## src/rtl/tetris_pkg.sv

```systemverilog
// Shared constants and scan-FSM state type for the board scan-out path.
package tetris_pkg;

  localparam int unsigned ROWS    = 8;
  localparam int unsigned COLS    = 4;
  localparam int unsigned BOARD_W = ROWS * COLS;

  typedef enum logic {
    S_IDLE = 1'b0,
    S_SEND = 1'b1
  } scan_state_e;

  // Row index width; a single-row board still needs one bit.
  function automatic int unsigned idx_width(input int unsigned rows);
    return (rows > 1) ? $clog2(rows) : 1;
  endfunction

endpackage

```

## src/rtl/board_scanout_if.sv

```systemverilog
// Row-beat stream from the scan-out engine to its consumer (valid/ready).
interface board_scanout_if #(
  parameter int unsigned ROWS = tetris_pkg::ROWS,
  parameter int unsigned COLS = tetris_pkg::COLS
);
  import tetris_pkg::*;

  localparam int unsigned IDX_W = idx_width(ROWS);

  logic             row_valid;
  logic             row_ready;
  logic [COLS-1:0]  row_data;
  logic [IDX_W-1:0] row_idx;
  logic             row_full;
  logic             sof;
  logic             eof;
  logic             err_flag;

  modport master (
    output row_valid, row_data, row_idx, row_full, sof, eof, err_flag,
    input  row_ready
  );

  modport slave (
    input  row_valid, row_data, row_idx, row_full, sof, eof, err_flag,
    output row_ready
  );

endinterface

```

## src/rtl/board_row_sel.sv

```systemverilog
// Combinational row picker: returns the COLS cells of row i_idx from a flat board.
module board_row_sel #(
  parameter int unsigned ROWS  = tetris_pkg::ROWS,
  parameter int unsigned COLS  = tetris_pkg::COLS,
  parameter int unsigned IDX_W = tetris_pkg::idx_width(ROWS)
) (
  input  logic [ROWS*COLS-1:0] i_board,
  input  logic [IDX_W-1:0]     i_idx,
  output logic [COLS-1:0]      o_row
);
  import tetris_pkg::*;

  always_comb begin
    o_row = COLS'(i_board >> (COLS * i_idx));
  end

endmodule

```

## src/rtl/board_scanout.sv

```systemverilog
// Snapshots a board on load and streams it out row by row, top row first,
// with a one-deep pending frame buffer and a saturating overwrite counter.
module board_scanout #(
  parameter int unsigned ROWS = tetris_pkg::ROWS,
  parameter int unsigned COLS = tetris_pkg::COLS
) (
  input  logic                 clka,
  input  logic                 restart,
  input  logic                 load,
  input  logic [ROWS*COLS-1:0] board_in,
  input  logic                 error_in,
  board_scanout_if.master      row_if,
  output logic                 busy,
  output logic [7:0]           drop_cnt
);
  import tetris_pkg::*;

  localparam int unsigned      IDX_W   = idx_width(ROWS);
  localparam int unsigned      BRD_W   = ROWS * COLS;
  localparam logic [IDX_W-1:0] TOP_IDX = IDX_W'(ROWS - 1);

  scan_state_e      r_state, w_nxt_state;
  logic [IDX_W-1:0] r_idx, w_nxt_idx;
  logic [BRD_W-1:0] r_active, w_nxt_active;
  logic [BRD_W-1:0] r_pend, w_nxt_pend;
  logic             r_err, w_nxt_err;
  logic             r_pend_err, w_nxt_pend_err;
  logic             r_pending, w_nxt_pending;
  logic [7:0]       r_drop, w_nxt_drop;
  logic [COLS-1:0]  r_row_data;
  logic             r_full, r_sof, r_eof, r_err_flag;
  logic             w_xfer, w_final, w_drop_inc, w_nxt_valid;
  logic [COLS-1:0]  w_nxt_row;

  // Row shown next cycle, so the beat fields can be registered.
  board_row_sel #(.ROWS(ROWS), .COLS(COLS), .IDX_W(IDX_W)) u_row_sel (
    .i_board (w_nxt_active),
    .i_idx   (w_nxt_idx),
    .o_row   (w_nxt_row)
  );

  always_comb begin
    w_nxt_state    = r_state;
    w_nxt_idx      = r_idx;
    w_nxt_active   = r_active;
    w_nxt_err      = r_err;
    w_nxt_pend     = r_pend;
    w_nxt_pend_err = r_pend_err;
    w_nxt_pending  = r_pending;
    w_nxt_drop     = r_drop;
    w_drop_inc     = 1'b0;
    w_xfer         = (r_state == S_SEND) && row_if.row_ready;
    w_final        = w_xfer && (r_idx == '0);

    case (r_state)
      S_IDLE: begin
        if (load) begin
          w_nxt_state  = S_SEND;
          w_nxt_active = board_in;
          w_nxt_err    = error_in;
          w_nxt_idx    = TOP_IDX;
        end
      end
      S_SEND: begin
        if (w_final) begin
          // A load on the last beat is the newest frame and beats any pending one.
          w_nxt_pending = 1'b0;
          w_nxt_idx     = TOP_IDX;
          if (load) begin
            w_nxt_active = board_in;
            w_nxt_err    = error_in;
            w_drop_inc   = r_pending;
          end else if (r_pending) begin
            w_nxt_active = r_pend;
            w_nxt_err    = r_pend_err;
          end else begin
            w_nxt_state = S_IDLE;
            w_nxt_idx   = '0;
          end
        end else begin
          if (w_xfer) begin
            w_nxt_idx = r_idx - 1'b1;
          end
          if (load) begin
            w_nxt_pend     = board_in;
            w_nxt_pend_err = error_in;
            w_nxt_pending  = 1'b1;
            w_drop_inc     = r_pending;
          end
        end
      end
      default: w_nxt_state = S_IDLE;
    endcase

    if (w_drop_inc && (r_drop != 8'hFF)) begin
      w_nxt_drop = r_drop + 8'd1;
    end
    w_nxt_valid = (w_nxt_state == S_SEND);
  end

  always_ff @(posedge clka) begin
    if (restart) begin
      r_state    <= S_IDLE;
      r_idx      <= '0;
      r_active   <= '0;
      r_err      <= 1'b0;
      r_pend     <= '0;
      r_pend_err <= 1'b0;
      r_pending  <= 1'b0;
      r_drop     <= '0;
      r_row_data <= '0;
      r_full     <= 1'b0;
      r_sof      <= 1'b0;
      r_eof      <= 1'b0;
      r_err_flag <= 1'b0;
    end else begin
      r_state    <= w_nxt_state;
      r_idx      <= w_nxt_idx;
      r_active   <= w_nxt_active;
      r_err      <= w_nxt_err;
      r_pend     <= w_nxt_pend;
      r_pend_err <= w_nxt_pend_err;
      r_pending  <= w_nxt_pending;
      r_drop     <= w_nxt_drop;
      r_row_data <= w_nxt_valid ? w_nxt_row : '0;
      r_full     <= w_nxt_valid && (&w_nxt_row);
      r_sof      <= w_nxt_valid && (w_nxt_idx == TOP_IDX);
      r_eof      <= w_nxt_valid && (w_nxt_idx == '0);
      r_err_flag <= w_nxt_valid && w_nxt_err;
    end
  end

  assign row_if.row_valid = (r_state == S_SEND);
  assign row_if.row_data  = r_row_data;
  assign row_if.row_idx   = r_idx;
  assign row_if.row_full  = r_full;
  assign row_if.sof       = r_sof;
  assign row_if.eof       = r_eof;
  assign row_if.err_flag  = r_err_flag;
  assign busy             = (r_state == S_SEND);
  assign drop_cnt         = r_drop;

endmodule

```

## src/flat_wrapper.sv

```systemverilog
// flat-port wrapper written by rule: the top's interface ports become plain ports
module board_scanout_flat import tetris_pkg::*;
#(
  parameter int unsigned ROWS = tetris_pkg::ROWS,
  parameter int unsigned COLS = tetris_pkg::COLS
)
  (clka, restart, load, board_in, error_in, busy, drop_cnt, row_if_row_valid, row_if_row_data, row_if_row_idx, row_if_row_full, row_if_sof, row_if_eof, row_if_err_flag, row_if_row_ready);
  board_scanout_if #(.ROWS(ROWS), .COLS(COLS)) row_if_i ();
  input  logic clka;
  input  logic restart;
  input  logic load;
  input  logic [ROWS*COLS-1:0] board_in;
  input  logic error_in;
  output logic busy;
  output logic [7:0] drop_cnt;
  output wire logic [$bits(row_if_i.row_valid)-1:0] row_if_row_valid;
  output wire logic [$bits(row_if_i.row_data)-1:0] row_if_row_data;
  output wire logic [$bits(row_if_i.row_idx)-1:0] row_if_row_idx;
  output wire logic [$bits(row_if_i.row_full)-1:0] row_if_row_full;
  output wire logic [$bits(row_if_i.sof)-1:0] row_if_sof;
  output wire logic [$bits(row_if_i.eof)-1:0] row_if_eof;
  output wire logic [$bits(row_if_i.err_flag)-1:0] row_if_err_flag;
  input wire logic [$bits(row_if_i.row_ready)-1:0] row_if_row_ready;
  assign row_if_row_valid = row_if_i.row_valid;
  assign row_if_row_data = row_if_i.row_data;
  assign row_if_row_idx = row_if_i.row_idx;
  assign row_if_row_full = row_if_i.row_full;
  assign row_if_sof = row_if_i.sof;
  assign row_if_eof = row_if_i.eof;
  assign row_if_err_flag = row_if_i.err_flag;
  assign row_if_i.row_ready = row_if_row_ready;
  board_scanout #(.ROWS(ROWS), .COLS(COLS)) u_core (.clka(clka), .restart(restart), .load(load), .board_in(board_in), .error_in(error_in), .row_if(row_if_i), .busy(busy), .drop_cnt(drop_cnt));
endmodule
```

## config.mk

```make
export PLATFORM = sky130hd
export DESIGN_NAME = board_scanout_flat
export DESIGN_NICKNAME = d
export VERILOG_FILES = /design/src/rtl/tetris_pkg.sv /design/src/rtl/board_scanout_if.sv /design/src/rtl/board_row_sel.sv /design/src/rtl/board_scanout.sv /design/src/flat_wrapper.sv
export SDC_FILE = /design/constraint.sdc
export NUM_CORES = 1
export LEC_CHECK = 0
export CAP_MARGIN = 20
export CORE_UTILIZATION = 63
export CTS_CLUSTER_SIZE = 40
export DETAILED_ROUTE_END_ITERATION = 10
export DONT_BUFFER_PORTS = 1
export GPL_TIMING_DRIVEN = 0
export PLACE_DENSITY = 0.79
export REMOVE_ABC_BUFFERS = 1
export SKIP_LAST_GASP = 1
export SLEW_MARGIN = 20
export SYNTH_ARGS = -nofsm -noshare
export SYNTH_HDL_FRONTEND = slang
export SYNTH_HIERARCHICAL = 1
export SYNTH_SLANG_ARGS = --single-unit
```

## constraint.sdc

```tcl
create_clock -name clka -period 3.2 [get_ports clka]
set_input_delay 0.64 -clock clka [delete_from_list [all_inputs] [get_ports clka]]
set_output_delay 0.64 -clock clka [all_outputs]
set_load 0.02 [all_outputs]
```

After elaboration in Yosys (flattened, before gate mapping)
Index checks and enable logic that the tools add are counted.
{"block": "classes", "reduce_logical": 14, "muxes": 25, "shifts": 1, "n_addsub": 2, "bitwise": 3, "n_eq_ne": 2}
{"operator": "32-bit 2-to-1 mux", "count": 4}
{"operator": "32-bit case mux with 2 select lines", "count": 1}
{"operator": "32-bit by 5-bit >> shifter with 4-bit output", "count": 1}
{"operator": "3-bit 2-to-1 mux", "count": 5}
{"operator": "1-bit 2-to-1 mux", "count": 12}
{"operator": "8-bit by 1-bit adder with 8-bit output (second input constant)", "count": 1}
{"operator": "8-bit inequality test (second input constant)", "count": 1}
{"operator": "1-bit logical AND", "count": 7}
{"operator": "3-bit zero test", "count": 2}
{"operator": "3-bit case mux with 2 select lines", "count": 1}
{"operator": "1-bit case mux with 2 select lines", "count": 2}
{"operator": "4-bit AND reduction", "count": 1}
{"operator": "3-bit equality test (second input constant)", "count": 1}
{"operator": "1-bit inverter", "count": 3}
{"operator": "3-bit AND reduction", "count": 1}
{"operator": "3-bit by 1-bit subtractor with 3-bit output (second input constant)", "count": 1}
{"operator": "2-bit AND reduction", "count": 1}
{"operator": "2-bit nonzero test", "count": 1}
{"operator": "2-bit OR reduction", "count": 1}
{"block": "totals", "inputBits": 37, "out_inout_bits": 21, "regBits": 87, "elab_cells": 60}

Logic depth before layout (Yosys ltp)
{"block": "depth", "depth_word": 7, "depth_mapped": 11, "depth_no_buf": 10}

Cells and area by module
Netlist, hierarchy kept.
{"module": "board_scanout", "area_per_inst_um2": 4186.5, "instances": 1, "seq_area_each_um2": 1741.7, "cells_each": 509}
{"module": "board_row_sel", "area_per_inst_um2": 270.3, "instances": 1, "seq_area_each_um2": 0.0, "cells_each": 14}

Worst setup path before layout
No wires, ideal clock.
{"block": "synth_path", "path_kind": "register -> register", "from": "register u_core.r_idx[0], in the netlist u_core/row_if.row_idx[0]", "to": "register u_core.r_full, in the netlist u_core/row_if.row_full", "synth_period_minus_slack_ns": 2.920, "path_stages_with_launch": 11, "path_buffers": 1, "arrival_time_ns": 2.804, "t_required_ns": 3.084, "setup_ns": 0.116, "setup_slack_ns": 0.280, "path_cell_list": "dfxtp_1 -> inv_1 -> ha_1 -> nor2b_1 -> mux2_2 -> a21oi_1 -> buf_6 -> mux4_1 -> mux2_2 -> and3_1 -> and3_1"}
{"block": "synth_between", "elab_chain_len": 7, "word_cells_on_any_way": 14, "cone_classes": "add/sub: 1; shift: 1; mux: 8; reduce/logical: 4"}
{"item": "start: declaration", "line_no": "board_scanout.sv:23", "text": "logic [IDX_W-1:0] r_idx, w_nxt_idx;"}
{"item": "start signal: assignment", "line_no": "board_scanout.sv:118", "text": "r_idx <= w_nxt_idx;"}
{"item": "3-bit by 1-bit subtractor with 3-bit output or 3-bit zero test (tied branches)", "line_no": "board_scanout.sv:82, board_scanout.sv:53"}
{"item": "3-bit 2-to-1 mux or 1-bit logical AND (tied branches)", "line_no": "board_scanout.sv:81, board_scanout.sv:53"}
{"item": "3-bit 2-to-1 mux", "line_no": "board_scanout.sv:65", "text": "if (w_final) begin"}
{"item": "3-bit case mux with 2 select lines (*)", "line_no": "board_scanout.sv:55", "text": "case (r_state)"}
{"item": "named net u_core.w_nxt_idx[0]", "line_no": "board_scanout.sv:23"}
{"item": "32-bit by 5-bit >> shifter with 4-bit output (*)", "line_no": "board_row_sel.sv:14", "text": "o_row = COLS'(i_board >> (COLS * i_idx));"}
{"item": "named net u_core.w_nxt_row[3]", "line_no": "board_scanout.sv:33", "text": "logic [COLS-1:0] w_nxt_row;"}
{"item": "4-bit AND reduction (*)", "line_no": "board_scanout.sv:126", "text": "r_full <= w_nxt_valid && (&w_nxt_row);"}
{"item": "1-bit logical AND (*)", "line_no": "board_scanout.sv:126"}
{"item": "end signal: assignment", "line_no": "board_scanout.sv:126"}
{"item": "end: declaration", "line_no": "board_scanout.sv:31", "text": "logic r_full, r_sof, r_eof, r_err_flag;"}
Mark *: on every way through the listed nets, which the timed path passes. The rest lies on a longest branch.
A chain may end at the register's enable or synchronous reset.

Worst setup path in the final report
Same ends and word-level chain as after synthesis.

==> summary.md <==
| Metric | Value |
|---|---|
| Status | `finished clean` |
| Worst Hold Class | `in2reg` |
| Post-synth EDFFs | `0` |
| First-pass GRT wire length | `16.1 mm` |
| Max Freq | `around 0.33 GHz` |
| Top cell family by delay on the critical path | `multiplexers` |
| Max clock buf depth | `2` |
| Largest fanout on the critical path | `11` |
| Layout cell share with drive strength beyond 1 | `0.0845` |
| Peak supply drop | `0.319 mV` |
| Final WL | `10.4 mm` |
| Clk_skew | `0.00901 ns` |
| P_leak | `1.65 nW` |
| Gr ovfl total | `0` |
| Worst-margin pin slew | `0.888 ns` |
| TritonCTS clock tree | `built` |
| Mapped Avg Cell Area | `8.52 um^2` |
| Syn-to-layout area delta | `5.17%` |
| DRT iter0 DRCs | `241` |
| Non-filler cells, final | `593` |
| Drt pass-1 iters | `5` |
| Commonest non-fill, non-tap cell in the layout | `nand2_1` |
| Final Critical Period | `3.07 ns` |
| Die Y | `86.1 um` |
| Clock sink total | `87` |
| ANT nets after route | `0` |
| Port Buffer Count | `0` |
| Share of the yosys chip area belonging to registers | `0.391` |
| Post-synth ARST share | `0` |
| Vias in the first global route | `3359` |
| P per Cell Area | `507 nW/um^2` |
| Count of mapped cells out of synthesis | `523` |
| Worst path max stage delay | `0.56 ns` |
| Largest net degree at the start of global routing | `80` |
| Cell with the largest stage delay on the worst path | `mux4_1` |
| H-tree depth | `3` |
| Fin crit share | `0.958` |
| Buf/Inv on CP | `2` |
| FILL cells | `a little under 600` |
| Slew HR | `0.408` |
| Mapped Area | `4460 um^2` |
| Cell Rows | `30` |
| Final Hold Fails | `0` |
| Unique masters post-synth | `45` |
| Total GRT Usage | `0.276` |
| Finished Cell Area | `4690 um^2` |
| Antenna cells | `0` |
| Post-route worst setup slack | `0.135 ns` |
| YS warnings | `6` |
| Via count | `3787` |
| Die Width | `86.1 um` |
| Dpl hpwl | `5.97 mm` |
| RSZ-0062 raised after global routing | `no` |
| CTS Buf Count | `9` |
| Final GP Congestion | `0.817` |
| Max cap viols | `0` |
| Placed Cells | `574` |
| Drt wl/cell | `17.6 um` |
| Total power draw | `between 0.002 and 0.0025 W` |
| Via density | `6.39` |
| Final Max Slew Viols | `0` |
| Final setup viols | `0` |
| Area after DPL | `4410 um^2` |
| Io pins | `58` |
| Initial antenna violation count | `0` |
| Yosys top cell by area | `dfxtp_1` |
| Req. time, crit path | `between 3 and 4 ns` |
| CP Capture Type | `register` |
| Worst-path clk slew | `0.09 ns` |
| Primary FF master, synth | `dfxtp_1` |
| Commonest non-fill, non-tap cells in the layout | `94 x nand2_1, 85 x dfxtp_1, 69 x a21oi_1` |
| Crit path kind | `reg2reg` |
| Final nets | `532` |
| Startpoint Class | `register` |
| Chain of cells forming the critical path | `inv_1, ha_2, nor2b_1, mux2_2, a21oi_4, buf_12, mux4_1, mux2_2, and3_1, and3_1` |
| Total Die Area | `7410 um^2` |
| Share of the synthesized area in the top cell type | `0.391` |
| Synth area leaders | `dfxtp_1 39%, a21oi_1 8.0%, nand2_1 7.9%, mux4_1 4.7%, nand3b_1 4.2%` |
| Placeable core region | `6830 um^2` |
| Initial core utilization | `0.652` |
| Clk Latency, worst-skew pair | `0.35 ns` |
| DP Worst Slack | `-0.364 ns` |
| #FFs+latches synth | `between 80 and 90` |
| Worst Path Arrival | `between 3 and 4 ns` |
| CTS Root Cell | `clkbuf_8` |
| DR DRC count | `0` |
==> metrics by stage <==
step	util	setup TNS, ns	hold WS (ns)
floorplan	-	-2.31	0.426
global placement	0.635	-57.50	0.434
detailed placement	0.645	-0.972	0.442
CTS	0.676	0	0.332
global route	0.686	0	0.334
finish	0.686	0	0.344
==> timing repair <==
item                       in CTS  in global routing
setup endpoints to repair       5                  1
hold buffers                    0                  0
gates cloned                    0                  1
buffers inserted                0                  2
gates resized for setup         2                  4
pin swaps                       1                  2
==> synthesized netlist by cell type (3+ instances only) <==
cell type  count
and3_1         3
mux2_2         5
a32oi_1       18
buf_4          6
and2b_1        9
a21o_1        19
a31oi_1        4
a21oi_1       71
buf_2         14
buf_6          3
a211oi_1      11
and2_1         8
a221o_1        6
inv_1          5
nor2_1        17
dfxtp_1       87
nand2_1       94
o21ai_0       20
ha_1           3
nand3_1        5
mux4_1         8
xnor2_1        4
nor2b_1       22
clkbuf_1      24
mux2i_1        9
nand3b_1      25
==> metal layers <==
metal	GRT usage	wire length (um)	vias up
li1	-	-	1809
met1	0.370	4600	1805
met2	0.431	4830	151
met3	0.0703	785	22
met4	0.0970	208	0
met5	0	0	-
==> worst reg2reg max path, stage by stage (launching register included) <==
cell and delay, ns:
dfxtp_1 0.40, inv_1 0.13, ha_2 0.30, nor2b_1 0.17, mux2_2 0.38, a21oi_4 0.18
buf_12 0.16, mux4_1 0.57, mux2_2 0.30, and3_1 0.19, and3_1 0.18
==> state kept, by name, indices dropped and copies added (netlist names) <==
register                cells
u_core/r_pending            1
u_core/row_if.err_flag      1
u_core/row_if.row_full      1
u_core/r_err                1
u_core/row_if.eof           1
u_core/r_pend_err           1
u_core/drop_cnt             8
u_core/row_if.row_data      4
u_core/busy                 1
u_core/r_pend              32
u_core/r_active            32
u_core/row_if.sof           1
u_core/row_if.row_idx       3
==> report_power, final <==
| group | internal, W | total, W | switching, W |
|---|---|---|---|
| clock | 0.000381 | 0.000771 | 0.000389 |
| combinational | 0.000184 | 0.000387 | 0.000203 |
| sequential | 0.00115 | 0.00122 | 0.0000670 |
==> final cells by class <==
| cell class | count | area, um^2 | area share |
|---|---|---|---|
| Inverter | 5 | 18.8 | 0.00400 |
| Timing Repair Buffer | 4 | 75.1 | 0.0160 |
| Multi-Input combinational cell | 385 | 2530 | 0.539 |
| Clock buffer | 11 | 141 | 0.0302 |
| Clock inverter | 5 | 57.6 | 0.0123 |
| Tap cell | 96 | 120 | 0.0256 |
| Sequential cell | 87 | 1750 | 0.373 |
==> worst paths after layout <==
path,start,to,slack [ns],depth (start not counted)
max,u_core/row_if.row_idx[0]$_SDFF_PP0_,u_core/row_if.row_full$_SDFF_PP0_,0.13,10
min,restart,u_core/r_pend[2]$_SDFFE_PP0P_,0.34,1
min reg2reg,u_core/r_pend[23]$_SDFFE_PP0P_,u_core/r_pend[23]$_SDFFE_PP0P_,0.45,2
max reg2reg,u_core/row_if.row_idx[0]$_SDFF_PP0_,u_core/row_if.row_full$_SDFF_PP0_,0.13,10
==> cell families after synthesis <==
family / after synthesis / synth area share
xor gates and xnor gates: 4 / 0.00786
muxes: 22 / 0.0800
DFF: 87 / 0.391
buffers and inverters: 52 / 0.0578
and+or+nand+nor: 198 / 0.233
AOI/OAI and AO/OA: 157 / 0.222
adders and majority gates: 3 / 0.00842
No activity file was read; power rests on OpenSTA's default activity.
